<file path="config.mk">
export PLATFORM = sky130hd
export DESIGN_NAME = color_period_meter
export DESIGN_NICKNAME = d
export VERILOG_FILES = /design/src/rtl/color_pkg.sv /design/src/rtl/sensor_edge_sync.sv /design/src/rtl/color_period_meter.sv
export SDC_FILE = /design/constraint.sdc
export NUM_CORES = 1
export LEC_CHECK = 0
export ABC_AREA = 0
export BUFFER_PORTS_ARGS = -buffer_cell sky130_fd_sc_hd__buf_4
export CORE_MARGIN = 2
export CORE_UTILIZATION = 50
export CTS_BUF_LIST = sky130_fd_sc_hd__clkbuf_8
export CTS_CLUSTER_SIZE = 8
export DETAILED_ROUTE_END_ITERATION = 10
export PLACE_DENSITY_LB_ADDON = 0.25
export RECOVER_POWER = 25
export SLEW_MARGIN = 20
export SYNTH_ARGS = -nofsm -noshare
export SYNTH_HDL_FRONTEND = slang
export SYNTH_HIERARCHICAL = 1
export SYNTH_SLANG_ARGS = --single-unit
export TNS_END_PERCENT = 20
</file>
<file path="constraint.sdc">
create_clock -name clk -period 3.7 [get_ports clk]
set_clock_uncertainty 0.2 [all_clocks]
set_input_delay 0.185 -clock clk [delete_from_list [all_inputs] [get_ports clk]]
set_output_delay 0.185 -clock clk [all_outputs]
set_load 0.05 [all_outputs]
</file>
<file path="src/rtl/color_pkg.sv">
// ============================================================================
// color_pkg: filter codes, channel and FSM encodings for the colour front end.
// Revision: 1.0
// ============================================================================
`default_nettype none

package color_pkg;

  localparam logic [7:0] FILT_RED   = 8'h11;
  localparam logic [7:0] FILT_BLUE  = 8'h51;
  localparam logic [7:0] FILT_CLEAR = 8'h15;
  localparam logic [7:0] FILT_GREEN = 8'h55;

  typedef enum logic [1:0] {
    CH_R = 2'd0,
    CH_B = 2'd1,
    CH_C = 2'd2,
    CH_G = 2'd3
  } chan_t;

  typedef enum logic [2:0] {
    ST_IDLE    = 3'd0,
    ST_SETTLE  = 3'd1,
    ST_ARM     = 3'd2,
    ST_MEASURE = 3'd3,
    ST_NEXT    = 3'd4,
    ST_DONE    = 3'd5
  } state_t;

  function automatic logic [7:0] filt_code(input chan_t ch);
    case (ch)
      CH_R:    return FILT_RED;
      CH_B:    return FILT_BLUE;
      CH_C:    return FILT_CLEAR;
      default: return FILT_GREEN;
    endcase
  endfunction

  function automatic chan_t next_chan(input chan_t ch);
    case (ch)
      CH_R:    return CH_B;
      CH_B:    return CH_C;
      CH_C:    return CH_G;
      default: return CH_R;
    endcase
  endfunction

endpackage

`default_nettype wire

</file>
<file path="src/rtl/sensor_edge_sync.sv">
// ============================================================================
// sensor_edge_sync: 2-FF synchroniser followed by a one-cycle rising-edge pulse.
// Revision: 1.0
// ============================================================================
`default_nettype none

module sensor_edge_sync (
  input  logic clk,
  input  logic rst_n,
  input  logic sensor_i,
  output logic edge_o
);

  logic sync1_q;
  logic sync2_q;
  logic prev_q;

  always_ff @(posedge clk or negedge rst_n) begin
    if (!rst_n) begin
      sync1_q <= 1'b0;
      sync2_q <= 1'b0;
      prev_q  <= 1'b0;
    end else begin
      sync1_q <= sensor_i;
      sync2_q <= sync1_q;
      prev_q  <= sync2_q;
    end
  end

  assign edge_o = sync2_q & ~prev_q;

endmodule

`default_nettype wire

</file>
<file path="src/rtl/color_period_meter.sv">
// ============================================================================
// color_period_meter: steps the sensor filter through R/B/C/G, measures the
// sensor period under each and publishes the four counts as one frame.
// Revision: 1.0
// ============================================================================
`default_nettype none

module color_period_meter
  import color_pkg::*;
#(
  parameter int CNT_W        = 32,
  parameter int N_PERIODS    = 1,
  parameter int SETTLE_EDGES = 2,
  parameter int TIMEOUT      = 1_000_000
) (
  input  logic             clk,
  input  logic             rst_n,
  input  logic             sensor,
  input  logic             run,
  output logic [7:0]       JA,
  output logic [CNT_W-1:0] cnt_r,
  output logic [CNT_W-1:0] cnt_b,
  output logic [CNT_W-1:0] cnt_c,
  output logic [CNT_W-1:0] cnt_g,
  output logic             frame_valid,
  output logic [3:0]       timeout,
  output logic             busy
);

  localparam int              WD_W        = $clog2(TIMEOUT + 1);
  localparam logic [WD_W-1:0] WD_LAST     = WD_W'(TIMEOUT - 1);
  localparam logic [7:0]      SETTLE_LAST = 8'(SETTLE_EDGES - 1);
  localparam logic [7:0]      EDGE_LAST   = 8'(N_PERIODS - 1);

  logic edge_w;

  sensor_edge_sync u_sync (
    .clk      (clk),
    .rst_n    (rst_n),
    .sensor_i (sensor),
    .edge_o   (edge_w)
  );

  state_t           state_q, state_d;
  chan_t            chan_q, chan_d;
  logic [7:0]       settle_q, settle_d;
  logic [7:0]       ecnt_q, ecnt_d;
  logic [CNT_W-1:0] cyc_q, cyc_d;
  logic [WD_W-1:0]  wd_q, wd_d;
  logic [CNT_W-1:0] shadow_q [4];
  logic [CNT_W-1:0] shadow_d [4];
  logic [CNT_W-1:0] out_q [4];
  logic [CNT_W-1:0] out_d [4];
  logic [3:0]       tof_q, tof_d;
  logic [3:0]       tout_q, tout_d;
  logic             fv_q, fv_d;

  logic             wd_expired_w;
  logic             abort_w;
  logic [CNT_W-1:0] cyc_inc_w;

  assign wd_expired_w = (wd_q == WD_LAST);
  assign cyc_inc_w    = (&cyc_q) ? cyc_q : cyc_q + CNT_W'(1);

  always_comb begin
    state_d  = state_q;
    chan_d   = chan_q;
    settle_d = settle_q;
    ecnt_d   = ecnt_q;
    cyc_d    = cyc_q;
    shadow_d = shadow_q;
    out_d    = out_q;
    tof_d    = tof_q;
    tout_d   = tout_q;
    fv_d     = 1'b0;
    abort_w  = 1'b0;

    case (state_q)
      ST_IDLE: begin
        chan_d   = CH_R;
        settle_d = '0;
        ecnt_d   = '0;
        cyc_d    = '0;
        tof_d    = '0;
        if (run) state_d = ST_SETTLE;
      end
      ST_SETTLE: begin
        if (SETTLE_EDGES == 0) begin
          state_d = ST_ARM;
        end else if (edge_w) begin
          if (settle_q == SETTLE_LAST) state_d = ST_ARM;
          else                         settle_d = settle_q + 8'd1;
        end else begin
          abort_w = wd_expired_w;
        end
      end
      ST_ARM: begin
        if (edge_w) begin
          cyc_d   = '0;
          state_d = ST_MEASURE;
        end else begin
          abort_w = wd_expired_w;
        end
      end
      ST_MEASURE: begin
        // Stored value includes the cycle of the final edge, so it equals
        // the edge-to-edge distance rather than one less.
        cyc_d = cyc_inc_w;
        if (edge_w) begin
          if (ecnt_q == EDGE_LAST) begin
            shadow_d[chan_q] = cyc_inc_w;
            state_d          = ST_NEXT;
          end else begin
            ecnt_d = ecnt_q + 8'd1;
          end
        end else begin
          abort_w = wd_expired_w;
        end
      end
      ST_NEXT: begin
        settle_d = '0;
        ecnt_d   = '0;
        if (chan_q == CH_G) begin
          state_d = ST_DONE;
        end else begin
          chan_d  = next_chan(chan_q);
          state_d = ST_SETTLE;
        end
      end
      ST_DONE: begin
        out_d    = shadow_q;
        tout_d   = tof_q;
        fv_d     = 1'b1;
        chan_d   = CH_R;
        settle_d = '0;
        ecnt_d   = '0;
        tof_d    = '0;
        state_d  = run ? ST_SETTLE : ST_IDLE;
      end
      default: state_d = ST_IDLE;
    endcase

    if (abort_w) begin
      shadow_d[chan_q] = '1;
      tof_d[chan_q]    = 1'b1;
      state_d          = ST_NEXT;
    end

    // Watchdog restarts on any accepted edge and whenever the state changes.
    if ((state_d != state_q) || edge_w) begin
      wd_d = '0;
    end else if ((state_q == ST_SETTLE) || (state_q == ST_ARM) || (state_q == ST_MEASURE)) begin
      wd_d = wd_q + WD_W'(1);
    end else begin
      wd_d = '0;
    end
  end

  always_ff @(posedge clk or negedge rst_n) begin
    if (!rst_n) begin
      state_q  <= ST_IDLE;
      chan_q   <= CH_R;
      settle_q <= '0;
      ecnt_q   <= '0;
      cyc_q    <= '0;
      wd_q     <= '0;
      shadow_q <= '{default: '0};
      out_q    <= '{default: '0};
      tof_q    <= '0;
      tout_q   <= '0;
      fv_q     <= 1'b0;
    end else begin
      state_q  <= state_d;
      chan_q   <= chan_d;
      settle_q <= settle_d;
      ecnt_q   <= ecnt_d;
      cyc_q    <= cyc_d;
      wd_q     <= wd_d;
      shadow_q <= shadow_d;
      out_q    <= out_d;
      tof_q    <= tof_d;
      tout_q   <= tout_d;
      fv_q     <= fv_d;
    end
  end

  assign JA          = filt_code(chan_q);
  assign cnt_r       = out_q[0];
  assign cnt_b       = out_q[1];
  assign cnt_c       = out_q[2];
  assign cnt_g       = out_q[3];
  assign timeout     = tout_q;
  assign frame_valid = fv_q;
  assign busy        = (state_q != ST_IDLE);

endmodule

`default_nettype wire

</file>
==> impl_results.rst <==
.. list-table::
   :header-rows: 1

   * - Metric
     - Value
   * - Switching portion of total power
     - ~36%
   * - Tot Pwr
     - just over 10000 µW
   * - Final number of setup-violating endpoints
     - 0
   * - Count of filler cells inserted in the layout
     - 2485
   * - Cell types with the largest area share after synthesis
     - sky130_fd_sc_hd__dfrtp_1 (59%), sky130_fd_sc_hd__nand2_1 (12%), sky130_fd_sc_hd__a2bb2oi_1 (6.5%), sky130_fd_sc_hd__xor2_1 (1.4%), sky130_fd_sc_hd__xnor2_1 (1.3%)
   * - Synth Cell Area
     - 14450 µm²
   * - Final Hold Violating Endpoints
     - 0
   * - Cell at the root of the clock tree
     - sky130_fd_sc_hd__clkbuf_8
   * - Kind of end point of the critical path
     - register
   * - Post-synth EDFFs
     - 0
   * - Data arrival time of the critical path
     - 3.25 ns
   * - Maximum vdd ir drop
     - roughly 0.33 mV
   * - Setup crit start kind
     - register
   * - Die Span Y
     - between 150 and 200 µm
   * - Wirelength per Cell
     - around 19 µm
   * - Fraction of final layout cells sized beyond drive strength 1
     - 15.98%
   * - Post-route cell area
     - 16810 µm²
   * - Boundary Pins
     - approximately 150
   * - Predominant post-synthesis flop cell
     - sky130_fd_sc_hd__dfrtp_1
   * - Number of unique standard cell types used by synthesis
     - 65
   * - Cell taking the most area after synthesis
     - sky130_fd_sc_hd__dfrtp_1
   * - DRC violation count after routing
     - 0
   * - Logic gate share of total power
     - 24.9%
   * - Total GRT Usage
     - about a quarter
   * - Yosys warns
     - 6
   * - Wire length of the first global-routing pass
     - slightly above 60 mm
   * - Final max-slew violation count
     - 0
   * - Final routed wirelength across all metal layers
     - between 30 and 40 mm
   * - Mean cell area of the mapped netlist
     - roughly 10 µm²
   * - Slew HR
     - between 10 and 15%
   * - Via count
     - 11190
   * - H-tree levels
     - 2
   * - Worst-case clock buffer depth
     - 3
   * - Ratio of final minimum period to clock period
     - between 80% and 90%
   * - Total number of nets in the final design
     - ~1600
   * - Total core area
     - about 29000 µm²
   * - Die Outline Area
     - 30280 µm²
   * - Class of the tightest hold or removal check
     - input pin to register
   * - Static leakage
     - 0.008605 µW
   * - Drt first pass iters
     - 5
   * - Sequential group share of total power
     - between 40% and 50%
   * - Pin count of the biggest net entering global routing
     - 98
   * - Synthesized flop and latch total
     - between 300 and 400
   * - Area delta synth->final
     - 16.30%
   * - Maximum clock rate
     - approximately 330 MHz
   * - Postcts setup bufs
     - 0
   * - Port Buffers
     - 139
   * - Number of clock sinks
     - 341
   * - Status
     - completed
   * - Clock power frac
     - 29.2%
   * - Overflow left after global routing
     - 0
   * - Unrepaired setup endpoints after global routing
     - false
   * - Switch Pwr
     - about 3700 µW
   * - Mapped Cells
     - around 1400
   * - Antenna-violating nets left
     - 0
   * - Fraction of registers with async set/reset
     - 100.0%
   * - Number of antenna violations at the first check in global routing
     - 0
   * - Die width
     - ~170 µm
   * - Count of maximum capacitance violations
     - 0
   * - Worst setup path category
     - register to register
   * - Mean number of vias per cell
     - ~5.7
   * - Routability congestion estimate
     - 0.8787
   * - Clock tree from TritonCTS
     - yes
   * - Worst endpoint required time
     - 3.94 ns
   * - Crit path max fanout
     - 9
   * - P_int
     - between 6000 and 7000 µW
   * - CTS Buf Count
     - 54
   * - Footprint of the flip-flops and latches
     - approximately 8500 µm²
   * - Seq/Total Area, Yosys
     - about 59%
   * - Total of cells resized after clock tree synthesis
     - 0
   * - Standard-cell row count
     - 62
   * - Antenna diodes
     - 0
   * - Effective utilization at floorplan
     - about half
   * - Number of hold buffers added after CTS
     - 5
   * - Multi-input combinational cell area
     - ~5500 µm²
   * - Share of the synthesized area in the top cell type
     - 59.04%
   * - Worst Tran Pin Value
     - 1.336 ns
   * - Time the final worst path needs with I/O delays and setup
     - roughly 3 ns
   * - Number of DRC markers after the initial detailed-route iteration
     - a little over 1000
   * - Clock-pin transition on the worst setup and hold timing paths
     - approximately 0.06 ns
   * - Total power divided by cell area
     - around 610 nW/µm²
   * - Post-detail-place hpwl
     - about 24 mm
   * - Cell area after placement
     - ~16000 µm²
   * - Setup tns final
     - 0 ns
   * - Via count of the first global-routing pass
     - ~11000
   * - Clock insertion delay at the later pin of the skew report
     - roughly 0.6 ns
-- critical path, stage by stage, from the launching register on --
cell                        delay, ns
sky130_fd_sc_hd__dfrtp_1         0.50
sky130_fd_sc_hd__ha_1            0.29
sky130_fd_sc_hd__and4_4          0.29
sky130_fd_sc_hd__nand4_4         0.17
sky130_fd_sc_hd__or3_1           0.60
sky130_fd_sc_hd__mux2i_1         0.65
sky130_fd_sc_hd__a2bb2oi_1       0.15
-- power by group through the flow --
stage / sequential, µW / clock, µW / combinational, µW
floorplan: 5290 / 0 / 1140
global placement: 4750 / 0 / 2500
detailed placement: 4760 / 0 / 2560
CTS: 4710 / 3070 / 2580
global route: 4780 / 3240 / 2740
finish: 4720 / 3010 / 2560
-- kinds of logic after synthesis --
group	Yosys count	share of synthesized area [%]
buffers and inverters	102	3.220
AOI/OAI and AO/OA	242	12.82
and+or+nand+nor	668	20.57
xor gates and xnor gates	47	2.952
muxes	7	0.4848
DFF	341	59.04
other	2	0.05196
adders and majority gates	10	0.8657
-- final timing paths --
check                      cells past startpoint                       end                      from  slack (ns)
setup / recovery                               6    shadow_q[33]$_DFF_PN0_      cyc_q[0]$_DFFE_PN0P_        0.69
hold / removal                                 2  u_sync/sync1_q$_DFF_PN0_                    sensor        0.07
setup reg to reg                               6    shadow_q[33]$_DFF_PN0_      cyc_q[0]$_DFFE_PN0P_        0.69
hold reg to reg                                0  u_sync/sync2_q$_DFF_PN0_  u_sync/sync1_q$_DFF_PN0_        0.14
max in group asynchronous                      4     cnt_g[10]$_DFFE_PN0N_                     rst_n        1.15
min in group asynchronous                      4     cnt_b[16]$_DFFE_PN0N_                     rst_n        0.95
-- metal layers --
layer  vias up  GRT usage (%)  part of all wire, %
li1       5150              -                    -
met1      5564          37.34                   46
met2       416          39.14                   46
met3        58          3.806                  6.2
met4         0          6.022                  1.7
met5         -              0                    0
-- layout make-up --
| class | instances | share of cell area (%) |
|---|---|---|
| clock inverters | 32 | 1.198 |
| flip-flops and latches | 341 | 50.76 |
| well taps | 384 | 2.858 |
| inverters | 15 | 0.3498 |
| multi-input cells | 980 | 32.62 |
| clock buffers | 57 | 4.667 |
| repair buffers | 164 | 7.547 |
-- registers in the layout (all words and copies together) (netlist names), 20 cells and up --
signal    cells
cnt_b        32
cnt_c        32
cnt_g        32
cnt_r        32
cyc_q        32
shadow_q    128
wd_q         20
-- metrics by stage --
| step | hold slack [ns] | setup slack, ns | instances | util [%] |
|---|---|---|---|---|
| after floorplan | -0.3106 | 1.285 | 1423 | - |
| after global placement | -0.06764 | 0.8412 | 1879 | 55.41 |
| after detailed placement | -0.07048 | 0.7633 | 1879 | 55.41 |
| after CTS | 0.01841 | 0.7466 | 1973 | 59.10 |
| after global routing | 0.04675 | 0.6162 | 1973 | 58.88 |
| final | 0.07360 | 0.6873 | 1973 | 58.88 |
-- cell usage after synthesis, drive strengths merged, types with 2 or more instances --
| library cell | instances |
|---|---|
| a21o | 6 |
| a21oi | 21 |
| a22oi | 2 |
| a2bb2oi | 108 |
| a31oi | 25 |
| a41oi | 3 |
| and2 | 10 |
| and3 | 14 |
| and4 | 11 |
| buf | 43 |
| clkbuf | 44 |
| conb | 2 |
| dfrtp | 341 |
| ha | 10 |
| inv | 15 |
| mux2i | 7 |
| nand2 | 475 |
| nand2b | 6 |
| nand3 | 28 |
| nand4 | 29 |
| nor2 | 46 |
| nor2b | 3 |
| nor3 | 19 |
| nor4 | 11 |
| nor4b | 2 |
| o21a | 4 |
| o21ai | 34 |
| o22a | 20 |
| o22ai | 4 |
| o31ai | 8 |
| or2 | 2 |
| or3 | 8 |
| xnor2 | 23 |
| xor2 | 24 |
-- cells in the final DEF (no fill, tap or decap), types with 10 or more instances in the layout --
master                      synthesis  routed
sky130_fd_sc_hd__and2_1            10      10
sky130_fd_sc_hd__nand3_1           26      26
sky130_fd_sc_hd__buf_4              8     151
sky130_fd_sc_hd__dfrtp_1          341     341
sky130_fd_sc_hd__o21ai_0           34      34
sky130_fd_sc_hd__clkbuf_8           0      57
sky130_fd_sc_hd__nand2_1          472     471
sky130_fd_sc_hd__xor2_1            23      23
sky130_fd_sc_hd__nand4_1           26      26
sky130_fd_sc_hd__xnor2_1           22      22
sky130_fd_sc_hd__nor2_1            46      46
sky130_fd_sc_hd__and3_1            14      14
sky130_fd_sc_hd__ha_1              10      10
sky130_fd_sc_hd__nor3_1            16      16
sky130_fd_sc_hd__a21oi_1           20      20
sky130_fd_sc_hd__a2bb2oi_1        107     107
sky130_fd_sc_hd__o22a_1            20      20
sky130_fd_sc_hd__inv_1             14      37
sky130_fd_sc_hd__a31oi_1           24      24
(Power assumes the default switching activity.)
